### src/rtl/trap_eval_unit.sv
// Trap evaluation unit for tw/twi: registers the operand pair, evaluates the TO conditions
// and holds a trap request until acknowledged. Define TRAP_EVAL_COUNTER_EN for the trap counter.
module trap_eval_unit #(
    parameter int unsigned WORD_WIDTH = 32,
    parameter int unsigned PC_WIDTH   = 32
) (
    input  logic                  clk,
    input  logic                  reset,
    input  logic                  valid_in,
    output logic                  ready_out,
    input  logic [WORD_WIDTH-1:0] a,
    input  logic [WORD_WIDTH-1:0] b,
    input  logic [4:0]            to,
    input  logic [PC_WIDTH-1:0]   pc_in,
    input  logic                  flush,
    output logic                  trap_req,
    input  logic                  trap_ack,
    output logic [PC_WIDTH-1:0]   trap_pc,
    output logic [4:0]            trap_cause,
    output logic                  done,
    output logic [15:0]           trap_count
);

    typedef enum logic [1:0] {
        StIdle,
        StEval,
        StReq
    } state_e;

    state_e                state_q, state_d;
    logic [WORD_WIDTH-1:0] a_q, b_q;
    logic [4:0]            to_q;
    logic [PC_WIDTH-1:0]   pc_q;
    logic                  trap_req_q, trap_req_d;
    logic [PC_WIDTH-1:0]   trap_pc_q, trap_pc_d;
    logic [4:0]            trap_cause_q, trap_cause_d;
    logic                  done_q, done_d;
    logic                  capture;
    logic [4:0]            hits;
    logic [4:0]            cause;

    // Hit vector in TO bit order: lt, gt, eq, ltu, gtu.
    always_comb begin
        hits[4] = $signed(a_q) < $signed(b_q);
        hits[3] = $signed(a_q) > $signed(b_q);
        hits[2] = a_q == b_q;
        hits[1] = a_q < b_q;
        hits[0] = a_q > b_q;
        cause   = hits & to_q;
    end

    always_comb begin
        state_d      = state_q;
        trap_req_d   = trap_req_q;
        trap_pc_d    = trap_pc_q;
        trap_cause_d = trap_cause_q;
        done_d       = 1'b0;
        capture      = 1'b0;
        unique case (state_q)
            StIdle: begin
                if (valid_in && !flush) begin
                    capture = 1'b1;
                    state_d = StEval;
                end
            end
            StEval: begin
                if (flush) begin
                    state_d = StIdle;
                end else if (cause != 5'b0) begin
                    trap_req_d   = 1'b1;
                    trap_pc_d    = pc_q;
                    trap_cause_d = cause;
                    state_d      = StReq;
                end else begin
                    done_d  = 1'b1;
                    state_d = StIdle;
                end
            end
            StReq: begin
                // The trap is older than any flush source, so only the ack releases it.
                if (trap_ack) begin
                    trap_req_d = 1'b0;
                    state_d    = StIdle;
                end
            end
            default: state_d = StIdle;
        endcase
    end

    always_ff @(posedge clk) begin
        if (!reset) begin
            state_q      <= StIdle;
            trap_req_q   <= 1'b0;
            trap_pc_q    <= '0;
            trap_cause_q <= '0;
            done_q       <= 1'b0;
        end else begin
            state_q      <= state_d;
            trap_req_q   <= trap_req_d;
            trap_pc_q    <= trap_pc_d;
            trap_cause_q <= trap_cause_d;
            done_q       <= done_d;
        end
    end

    always_ff @(posedge clk) begin
        if (!reset) begin
            a_q  <= '0;
            b_q  <= '0;
            to_q <= '0;
            pc_q <= '0;
        end else if (capture) begin
            a_q  <= a;
            b_q  <= b;
            to_q <= to;
            pc_q <= pc_in;
        end
    end

`ifdef TRAP_EVAL_COUNTER_EN
    logic [15:0] trap_count_q;
    logic        count_inc;

    assign count_inc = (state_q == StReq) && trap_ack;

    always_ff @(posedge clk) begin
        if (!reset) begin
            trap_count_q <= '0;
        end else if (count_inc && (trap_count_q != 16'hFFFF)) begin
            trap_count_q <= trap_count_q + 16'd1;
        end
    end

    assign trap_count = trap_count_q;
`else
    assign trap_count = 16'h0000;
`endif

    // Gated by reset so decode sees no acceptance while reset is held.
    assign ready_out  = reset && (state_q == StIdle);
    assign trap_req   = trap_req_q;
    assign trap_pc    = trap_pc_q;
    assign trap_cause = trap_cause_q;
    assign done       = done_q;

endmodule

### config.mk
export PLATFORM = sky130hd
export DESIGN_NAME = trap_eval_unit
export DESIGN_NICKNAME = d
export VERILOG_FILES = /design/src/rtl/trap_eval_unit.sv
export SDC_FILE = /design/constraint.sdc
export NUM_CORES = 1
export LEC_CHECK = 0
export ABC_AREA = 1
export CORE_MARGIN = 4
export CORE_UTILIZATION = 44
export CTS_CLUSTER_DIAMETER = 100
export CTS_CLUSTER_SIZE = 30
export DETAILED_ROUTE_END_ITERATION = 10
export PLACE_DENSITY = 0.76
export SETUP_SLACK_MARGIN = 0.15
export SKIP_CTS_REPAIR_TIMING = 1
export SLEW_MARGIN = 15
export SYNTH_ARGS = -nofsm -noshare
export SYNTH_HDL_FRONTEND = slang
export SYNTH_SLANG_ARGS = --single-unit
### constraint.sdc
create_clock -name clk -period 2.1 [get_ports clk]
set_input_delay 0.42 -clock clk [delete_from_list [all_inputs] [get_ports clk]]
set_output_delay 0.42 -clock clk [all_outputs]
set_load 0.02 [all_outputs]
==> results.ini, run 1 <==
[floorplanning]
placement_rows=43
initial_utilization=0.4510
die_area_sq_mm=0.01620
die_h_um=127.3
die_w_um=127.3
num_io_pins=162
core_area_sq_mm=0.01388

[yosys]
synth_area_sq_mm=0.006260
synth_xor_area_frac=0
yosysSeqAreaShare=0.4541
syn_area_per_cell_sq_um=7.709
synth_fa_ha_area_frac=0.06396
yosys-mux-area-fraction=0
synth_compound_area_frac=0.1849
ys_warn_count=0
syn_inst=812
ys_ff_latch=142
synth_simple_gate_area_frac=0.1829
synth_top_family_by_area=compound AO/OA/AOI/OAI gates
yosysUniqueCellTypes=30

[setup_path]
critPathCaptureType=flop
path_class=flop to flop
worst_path_largest_cell_delay_ns=0.32
worstPathRequired_ns=2.40
arrival_ns=2.67
crit_fanout=8
worstPathCellList=inv_2 > ha_4 > a21oi_1 > o21a_1 > nand2_2 > a21oi_4 > buf_4 > nand3_2 > nand2_2 > nor2_4 > nand3_4 > buf_12 > clkbuf_16 > nand3_1 > nand2_1 > nor2_1
startpoint_type=flop
crit_top_cell=nand2_2
slowest_stage=dfxtp_2

[placement]
placed_cells=1133
port_buffers=145
place_ws_ns=-0.1833
gp_congestion=0.7449
dp_hpwl_um=10320

[outcome]
status=finished, violations left
violations=setup timing

[sta]
slew_viol_final=0
fin_skew_ns=0.006196
rsz0062_at_grt=true
fin_crit_sh=1.131
fin_crit_ns=2.375
slew_headroom=0.6607
final-hold-violation-count=0
fmax_ghz=0.4210
setup_violations=40
fin_ws_ns=-0.2753
fin_setup_tns_ns=-8.550
worst_slew_pin_slew_ns=0.5090

[power_and_ir_drop]
p_leak_uw=0.003787
power_density_mw_per_mm2=813.4
vdd_drop_max_mv=0.6209

[drt]
drc=0
drt_iter0_markers=287
detail-route-antenna-nets=0
wirelength_um=16230
vias=5705
via_per_inst=4.851
wl_per_cell_um=13.80
firstDrtPassIters=5

[global_route]
overflow=0
grt_pass1_wl_um=24050
grt_pass1_vias=5140
grt_max_degree=140
antenna_found_initial=0
track_usage=0.1812

[cts]
clk_pin_slew_worst_paths_ns=0.06
cts.sinks=142
htree_levels=4
numCtsBuffers=17
clock_path_buffers=2
worstSkewPairLatency_ns=0.41
cts_tree=done
clockRootBuffer=clkbuf_16

[cells_and_area]
nFillCells=1103
synthToLayoutAreaGrowth_pct=49.93
fin_nets=1122
final_util=0.6761
drive_above_1_share=0.2098
antenna_cells=0
layout.cells.non_filler=1176

[job]
cap_viol_max_count=0

[hold_path]
hold_class=input pin to flop

[final cells by class]
type                    count  area (sq um)  share of cell area
repair buffers            203          2113              0.2252
multi-input cells         534          3281              0.3496
clock buffers              25         515.5             0.05493
well taps                 180         225.2             0.02400
clock inverters             6         80.08            0.008532
inverters                  86         322.8             0.03440
flip-flops and latches    142          2848              0.3034
[state kept, by name, indices dropped and copies added, names as in the netlist]
register	cells
trap_pc	32
done	1
trap_cause	5
a_q	32
pc_q	32
b_q	32
trap_req	1
state_q	2
to_q	5
[critical path: cells and delay by family, from the launching register on]
family / cells / cell delay, ns
simple gates: 8 / 0.59
compound gates: 3 / 0.58
buf+inv: 4 / 0.52
flops: 1 / 0.32
fa+ha+maj: 1 / 0.25
[cells in the mapped netlist]
cell / instances / share of area
nand2_1: 82 / 0.049
clkbuf_1: 30 / 0.018
clkbuf_8: 1 / 0.0022
clkinv_1: 1 / 0.00060
ha_1: 32 / 0.064
o21ai_0: 103 / 0.082
nor2_2: 2 / 0.0020
clkbuf_4: 1 / 0.0012
nand3_4: 1 / 0.0028
buf_6: 7 / 0.013
a21oi_2: 9 / 0.013
dfxtp_1: 142 / 0.45
o21a_1: 2 / 0.0024
nor2_1: 122 / 0.073
nor3_1: 1 / 0.00080
nor3_2: 1 / 0.0016
nand3b_1: 2 / 0.0024
nor3b_2: 1 / 0.0020
a21o_1: 1 / 0.0012
inv_1: 84 / 0.050
buf_4: 18 / 0.022
nand3_1: 35 / 0.028
nand4_1: 2 / 0.0020
inv_2: 1 / 0.00060
buf_2: 5 / 0.0040
nand3_2: 10 / 0.016
a21oi_1: 108 / 0.086
nand2_2: 3 / 0.0030
buf_1: 4 / 0.0024
conb_1: 1 / 0.00060
[report_power, final]
part	switching (uW)	internal, uW	total [uW]
registers	77.0	2850	2930
clock network	1070	1920	2990
logic	850	861	1710
total	1990	5640	7630
[through the flow]
stage,area (sq um),power [uW],hold slack (ns)
2_1_floorplan,6434,3799,0.4301
3_3_place_gp,8174,4249,0.4398
3_5_place_dp,8174,4274,0.4465
4_1_cts,8770,7256,0.3222
5_1_grt,9385,7983,0.3574
6_report,9385,7634,0.3440
[worst paths after layout]
check | startpoint | slack, ns | cells past startpoint | to
worst max-delay path | b_q[21]$_SDFFE_PN0P_ | -0.28 | 16 | trap_pc[25]$_SDFFE_PN0P_
worst min-delay path | reset | 0.34 | 3 | state_q[0]$_SDFFE_PN0P_
worst max register to register | b_q[21]$_SDFFE_PN0P_ | -0.28 | 16 | trap_pc[25]$_SDFFE_PN0P_
worst min register to register | pc_q[8]$_SDFFE_PN0P_ | 0.46 | 2 | pc_q[8]$_SDFFE_PN0P_
[placed cells by master, fill, tap and decap left out, types with 22 or more instances in the layout]
| cell type | instances |
|---|---|
| clkbuf_16 | 22 |
| nand3_1 | 22 |
| inv_1 | 73 |
| nand2_1 | 71 |
| a21oi_2 | 40 |
| clkdlybuf4s50_1 | 143 |
| o21ai_0 | 103 |
| dfxtp_1 | 138 |
| buf_4 | 39 |
| nor2_1 | 118 |
| a21oi_1 | 75 |
[metal layers]
layer  up-vias  wire length [um]  share of wire  global-route usage
met5         -                 0              0                   0
met4         0               124         0.0076             0.04732
met3         9               738          0.045             0.04599
met2       129              8151           0.50              0.2911
met1      2621              7220           0.44              0.2438
li1       2946                 -              -                   -
[cells by family (layout without fill, tap and decap cells)]
family                     after synthesis  in the layout
buffers and inverters                  152            320
AOI/OAI and AO/OA                      223            223
and+or+nand+nor                        262            263
adders and majority gates               32             32
other                                    1             16
DFF                                    142            142
(Power assumes the default switching activity.)
==> run 2: changes to the inputs <==
Settings changed: CORE_ASPECT_RATIO set to 1.4.
==> results.ini, run 2 (synthesis results as in run 1) <==
[floorplanning]
die_h_um=149.1  ; +17%
num_io_pins=162  ; unchanged
die_area_sq_mm=0.01623  ; +0.17%
initial_utilization=0.4500  ; -0.0009735
die_w_um=108.8  ; -15%
core_area_sq_mm=0.01391  ; +0.22%
placement_rows=51  ; +19%

[sta]
fin_skew_ns=0.009130  ; +0.002934 ns
fin_ws_ns=-0.2493  ; +0.02608 ns
final-hold-violation-count=0  ; unchanged
rsz0062_at_grt=true
fmax_ghz=0.4257  ; +1.1%
fin_crit_sh=1.119  ; -0.01242
slew_viol_final=0  ; unchanged
fin_crit_ns=2.349  ; -0.02608 ns
setup_violations=40  ; unchanged

[placement]
dp_hpwl_um=10080  ; -2.3%
gp_congestion=0.7400  ; -0.66%
place_ws_ns=-0.2079  ; -0.02458 ns
port_buffers=145  ; unchanged

[drt]
wl_met2_um=8781  ; +7.7%
firstDrtPassIters=4  ; -1
wl_per_cell_um=13.82  ; about the same
met1_length_um=6607  ; -8.5%
vias=5713  ; +0.14%
wirelength_um=16360  ; +0.77%
top_layer=met4
via_per_inst=4.825  ; -0.54%
dr_wl_met3_um=705  ; -4.5%
detail-route-antenna-nets=0  ; unchanged
drt_iter0_markers=171  ; -40%
drc=0  ; unchanged

[setup_path]
reg2reg_to=trap_pc[13]$_SDFFE_PN0P_
slowest_stage=dfxtp_2
worstPathRequired_ns=2.44  ; +0.04 ns
r2r_slack_ns=-0.25  ; +0.03 ns
startpoint_type=flop
worst_path_largest_cell_delay_ns=0.32  ; about the same
crit_fanout=5  ; -3
r2r-start=b_q[21]$_SDFFE_PN0P_
worstPathCellList=inv_2 > ha_4 > nand2_2 > nor2_4 > nand3_2 > nor3b_4 > nand2_4 > nand3_4 > nand2_4 > nor2_4 > buf_6 > nand3_4 > buf_6 > nand3_1 > nand2_1 > nor2_1
arrival_ns=2.69  ; +0.02 ns
path_class=flop to flop
critPathCaptureType=flop
rr_worst_depth=16  ; unchanged

[cells_and_area]
mostFrequentLayoutCells=143 x clkdlybuf4s50_1, 132 x dfxtp_1, 116 x nor2_1
fin_nets=1123  ; +0.089%
mostFrequentLayoutCell=clkdlybuf4s50_1
synthToLayoutAreaGrowth_pct=52.63
final_util=0.6868  ; +0.01068
drive_above_1_share=0.2295  ; +0.01962

[cts]
numCtsBuffers=17  ; unchanged
htree_levels=4  ; unchanged
clockRootBuffer=clkbuf_16
clk_pin_slew_worst_paths_ns=0.06  ; about the same
clock_path_buffers=2  ; unchanged
cts.sinks=142  ; unchanged
cts_tree=done
worstSkewPairLatency_ns=0.41  ; about the same

[global_route]
grt_max_degree=140  ; unchanged
grt_pass1_vias=5248  ; +2.1%
overflow=0  ; unchanged
grt_pass1_wl_um=23560  ; -2.0%
track_usage=0.1800  ; -0.001129
antenna_found_initial=1  ; +1

[hold_path]
min_to=state_q[0]$_SDFFE_PN0P_
holdPathStages=3  ; unchanged
worstHoldStart=reset
hold_class=input pin to flop

[outcome]
violations=setup timing
status=finished, violations left

[power_and_ir_drop]
p_leak_uw=0.003824  ; +1.0%
vdd_drop_max_mv=0.4631  ; -25%
power_density_mw_per_mm2=822.5  ; +1.1%

[job]
cap_viol_max_count=0  ; unchanged

[run 2: cell types whose count changed in the layout (fill, tap and decap cells not counted), sizes merged]
cell / before / now
clkbuf: 30 / 25
inv: 85 / 91
diode: 0 / 1
clkinv: 5 / 4
bufinv: 2 / 3
clkinvlp: 0 / 1
[run 2: cell type report]
class | instances | area [sq um]
Tap cell | 185 | 231.5
Clock inverter | 13 | 175.2
Fill cell | 1111 | 4357
Multi-Input combinational cell | 534 | 3374
Antenna cell | 1 | 2.502
Timing Repair Buffer | 204 | 2140
Inverter | 86 | 322.8
Sequential cell | 142 | 2855
Clock buffer | 19 | 452.9
[run 2: worst max path at each step]
| stage | slack [ns] | from | endpoint | cells after the start |
|---|---|---|---|---|
| after floorplan | 0.06 | b_q[23]$_SDFFE_PN0P_ | trap_pc[21]$_SDFFE_PN0P_ | 14 |
| after global placement | -0.13 | b_q[23]$_SDFFE_PN0P_ | trap_pc[30]$_SDFFE_PN0P_ | 14 |
| after detailed placement | -0.21 | b_q[29]$_SDFFE_PN0P_ | trap_pc[30]$_SDFFE_PN0P_ | 15 |
| after CTS | -0.22 | b_q[23]$_SDFFE_PN0P_ | trap_pc[30]$_SDFFE_PN0P_ | 15 |
| after global routing | -0.39 | b_q[21]$_SDFFE_PN0P_ | trap_pc[11]$_SDFFE_PN0P_ | 16 |
| final | -0.25 | b_q[21]$_SDFFE_PN0P_ | trap_pc[13]$_SDFFE_PN0P_ | 16 |
[run 2: power by group]
part           switching (uW)  internal, uW  leakage (uW)
registers                77.5          2850       0.00117
logic                     875           867       0.00235
clock network            1220          1960      0.000307
total                    2180          5680       0.00382
[run 2: worst max-delay path, delay by kind of cell, from the launching register on]
kind	cells	cell delay (ns)
DFF	1	0.32
and+or+nand+nor	12	1.35
adders and majority gates	1	0.26
buffers and inverters	3	0.33
[run 2: stage by stage]
| stage | hold slack (ns) | power (uW) | area, sq um | TNS (ns) | cells |
|---|---|---|---|---|---|
| after floorplan | 0.4301 | 3799 | 6434 | 0 | 827 |
| after global placement | 0.4392 | 4209 | 8163 | -4.117 | 1134 |
| after detailed placement | 0.4429 | 4241 | 8163 | -7.033 | 1134 |
| after CTS | 0.3276 | 7437 | 8791 | -7.534 | 1166 |
| after global routing | 0.3573 | 8193 | 9554 | -12.30 | 1184 |
| final | 0.3408 | 7859 | 9554 | -7.487 | 1184 |
[run 2: layer usage]
| metal | GRT usage | vias up |
|---|---|---|
| met5 | 0 | - |
| met4 | 0.06696 | 0 |
| met3 | 0.03595 | 20 |
| met2 | 0.3184 | 146 |
| met1 | 0.2128 | 2590 |
| li1 | - | 2957 |
==> run 3: changes to the inputs <==
Settings changed: GPL_TIMING_DRIVEN set to 0.
==> results.ini, run 3 (synthesis results as in run 1) <==
[outcome]
status=finished, violations left
violations=setup timing

[cts]
worstSkewPairLatency_ns=0.41  ; about the same
clock_path_buffers=2  ; unchanged
cts_tree=done
cts.sinks=142  ; unchanged
clk_pin_slew_worst_paths_ns=0.06  ; about the same
clockRootBuffer=clkbuf_16
numCtsBuffers=17  ; unchanged
htree_levels=4  ; unchanged

[floorplanning]
initial_utilization=0.4500  ; unchanged
core_area_sq_mm=0.01391  ; unchanged
die_h_um=149.1  ; unchanged
die_w_um=108.8  ; unchanged
num_io_pins=162  ; unchanged
placement_rows=51  ; unchanged
die_area_sq_mm=0.01623  ; unchanged

[cells_and_area]
fin_nets=1142  ; +1.7%
nFillCells=1171  ; +5.4%
antenna_cells=0  ; -1
drive_above_1_share=0.2106  ; -0.01883
synthToLayoutAreaGrowth_pct=49.99
mostFrequentLayoutCell=clkdlybuf4s50_1
final_util=0.6749  ; -0.01187
mostFrequentLayoutCells=143 x clkdlybuf4s50_1, 134 x dfxtp_1, 115 x nor2_1

[sta]
fin_skew_ns=0.008298  ; -0.0008320 ns
fin_crit_ns=2.436  ; +0.08626 ns
fin_ws_ns=-0.3355  ; -0.08626 ns
slew_headroom=0.5160
slew_viol_final=0  ; unchanged
worst_slew_pin_slew_ns=0.7261
fin_setup_tns_ns=-11.19  ; -3.707 ns
fmax_ghz=0.4106  ; -3.5%
setup_violations=40  ; unchanged
fin_crit_sh=1.160  ; +0.04107
final-hold-violation-count=0  ; unchanged
rsz0062_at_grt=true

[setup_path]
worstPathRequired_ns=2.45  ; about the same
critPathCaptureType=flop
crit_start=b_q[21]$_SDFFE_PN0P_
arrival_ns=2.79  ; +0.10 ns
path_class=flop to flop
r2r-start=b_q[21]$_SDFFE_PN0P_
r2r_slack_ns=-0.34  ; -0.09 ns
crit_fanout=6  ; +1
startpoint_type=flop

[global_route]
met1_usage=0.2175  ; +0.004704
antenna_found_initial=0  ; -1
top_usage_layer=met2
grt_pass1_wl_um=25900  ; +9.9%
grt_pass1_vias=5610  ; +6.9%
grt_use_met2=0.3871  ; +0.06869
overflow=0  ; unchanged
grt_max_degree=17  ; -88%
use_met3=0.04028  ; +0.004331
track_usage=0.2030  ; +0.02301

[placement]
port_buffers=144  ; -0.69%
gp_congestion=0.7948  ; +7.4%
dp_hpwl_um=12310  ; +22%

[drt]
wirelength_um=17260  ; +5.5%
drt_iter0_markers=181  ; +5.8%
wl_per_cell_um=14.37  ; +4.0%
vias=5841  ; +2.2%
firstDrtPassIters=4  ; unchanged
drc=0  ; unchanged
via_per_inst=4.863  ; +0.79%
detail-route-antenna-nets=0  ; unchanged

[hold_path]
hold_class=input pin to flop
worstHoldStart=reset

[job]
cap_viol_max_count=0  ; unchanged

[power_and_ir_drop]
p_leak_uw=0.003794  ; -0.79%
p_total_uw=7796  ; -0.79%
power_density_mw_per_mm2=830.4  ; +0.95%
vdd_drop_max_mv=0.4603  ; -0.59%

## run 3: changes by cell type in the layout (fill, tap and decap cells not counted), moves of 5 or more
cell      delta
buf_12       -9
buf_2        +5
buf_4       -16
clkbuf_1    +21
clkbuf_2     +9
nand3_1      +5
## run 3: final cells by class
cell class	instances	area (sq um)	share of cell area
Multi-Input combinational cell	534	3293	0.3507
Sequential cell	142	2853	0.3038
Timing Repair Buffer	157	1609	0.1714
Clock buffer	19	452.9	0.04824
Buffer	66	437.9	0.04664
Inverter	86	326.6	0.03478
Tap cell	185	231.5	0.02465
Clock inverter	12	185.2	0.01972
## run 3: power breakdown
part | internal (uW) | total [uW] | leakage [uW] | switching [uW]
combinational | 782 | 1630 | 0.00232 | 850
clock | 2060 | 3230 | 0.000310 | 1180
sequential | 2850 | 2930 | 0.00117 | 78.2
total | 5690 | 7800 | 0.00379 | 2100
## run 3: metal layers
layer / up-vias / part of all wire
met4: 0 / 0.015
met2: 123 / 0.57
li1: 2999 / -
met1: 2697 / 0.38
met3: 22 / 0.037
met5: - / 0
## run 3: stage by stage
stage	setup slack (ns)	cells	cell area, sq um	hold slack (ns)
6_report	-0.3355	1201	9389	0.3869
5_1_grt	-0.4316	1201	9389	0.3938
4_1_cts	-0.2677	1187	8745	0.3854
3_5_place_dp	-0.5253	1156	8107	0.4438
3_3_place_gp	-0.5176	1156	8107	0.4390
2_1_floorplan	0.05831	827	6434	0.4301
## run 3: final timing paths
path,to,depth (start not counted)
setup / recovery,trap_pc[24]$_SDFFE_PN0P_,16
setup reg to reg,trap_pc[24]$_SDFFE_PN0P_,16
hold / removal,a_q[0]$_SDFFE_PN0P_,3
hold reg to reg,pc_q[2]$_SDFFE_PN0P_,2
## run 3: critical path: stages (launching register included)
cell       delay [ns]
dfxtp_2          0.33
inv_2            0.05
ha_4             0.27
nand2_4          0.05
nor2_4           0.14
nand3_2          0.11
nor3b_4          0.28
nand2_4          0.11
nand3_4          0.10
nand2_2          0.07
nor2_4           0.15
buf_6            0.12
nand3_4          0.18
clkbuf_16        0.22
nand3_2          0.05
nand2_1          0.05
nor2_1           0.09
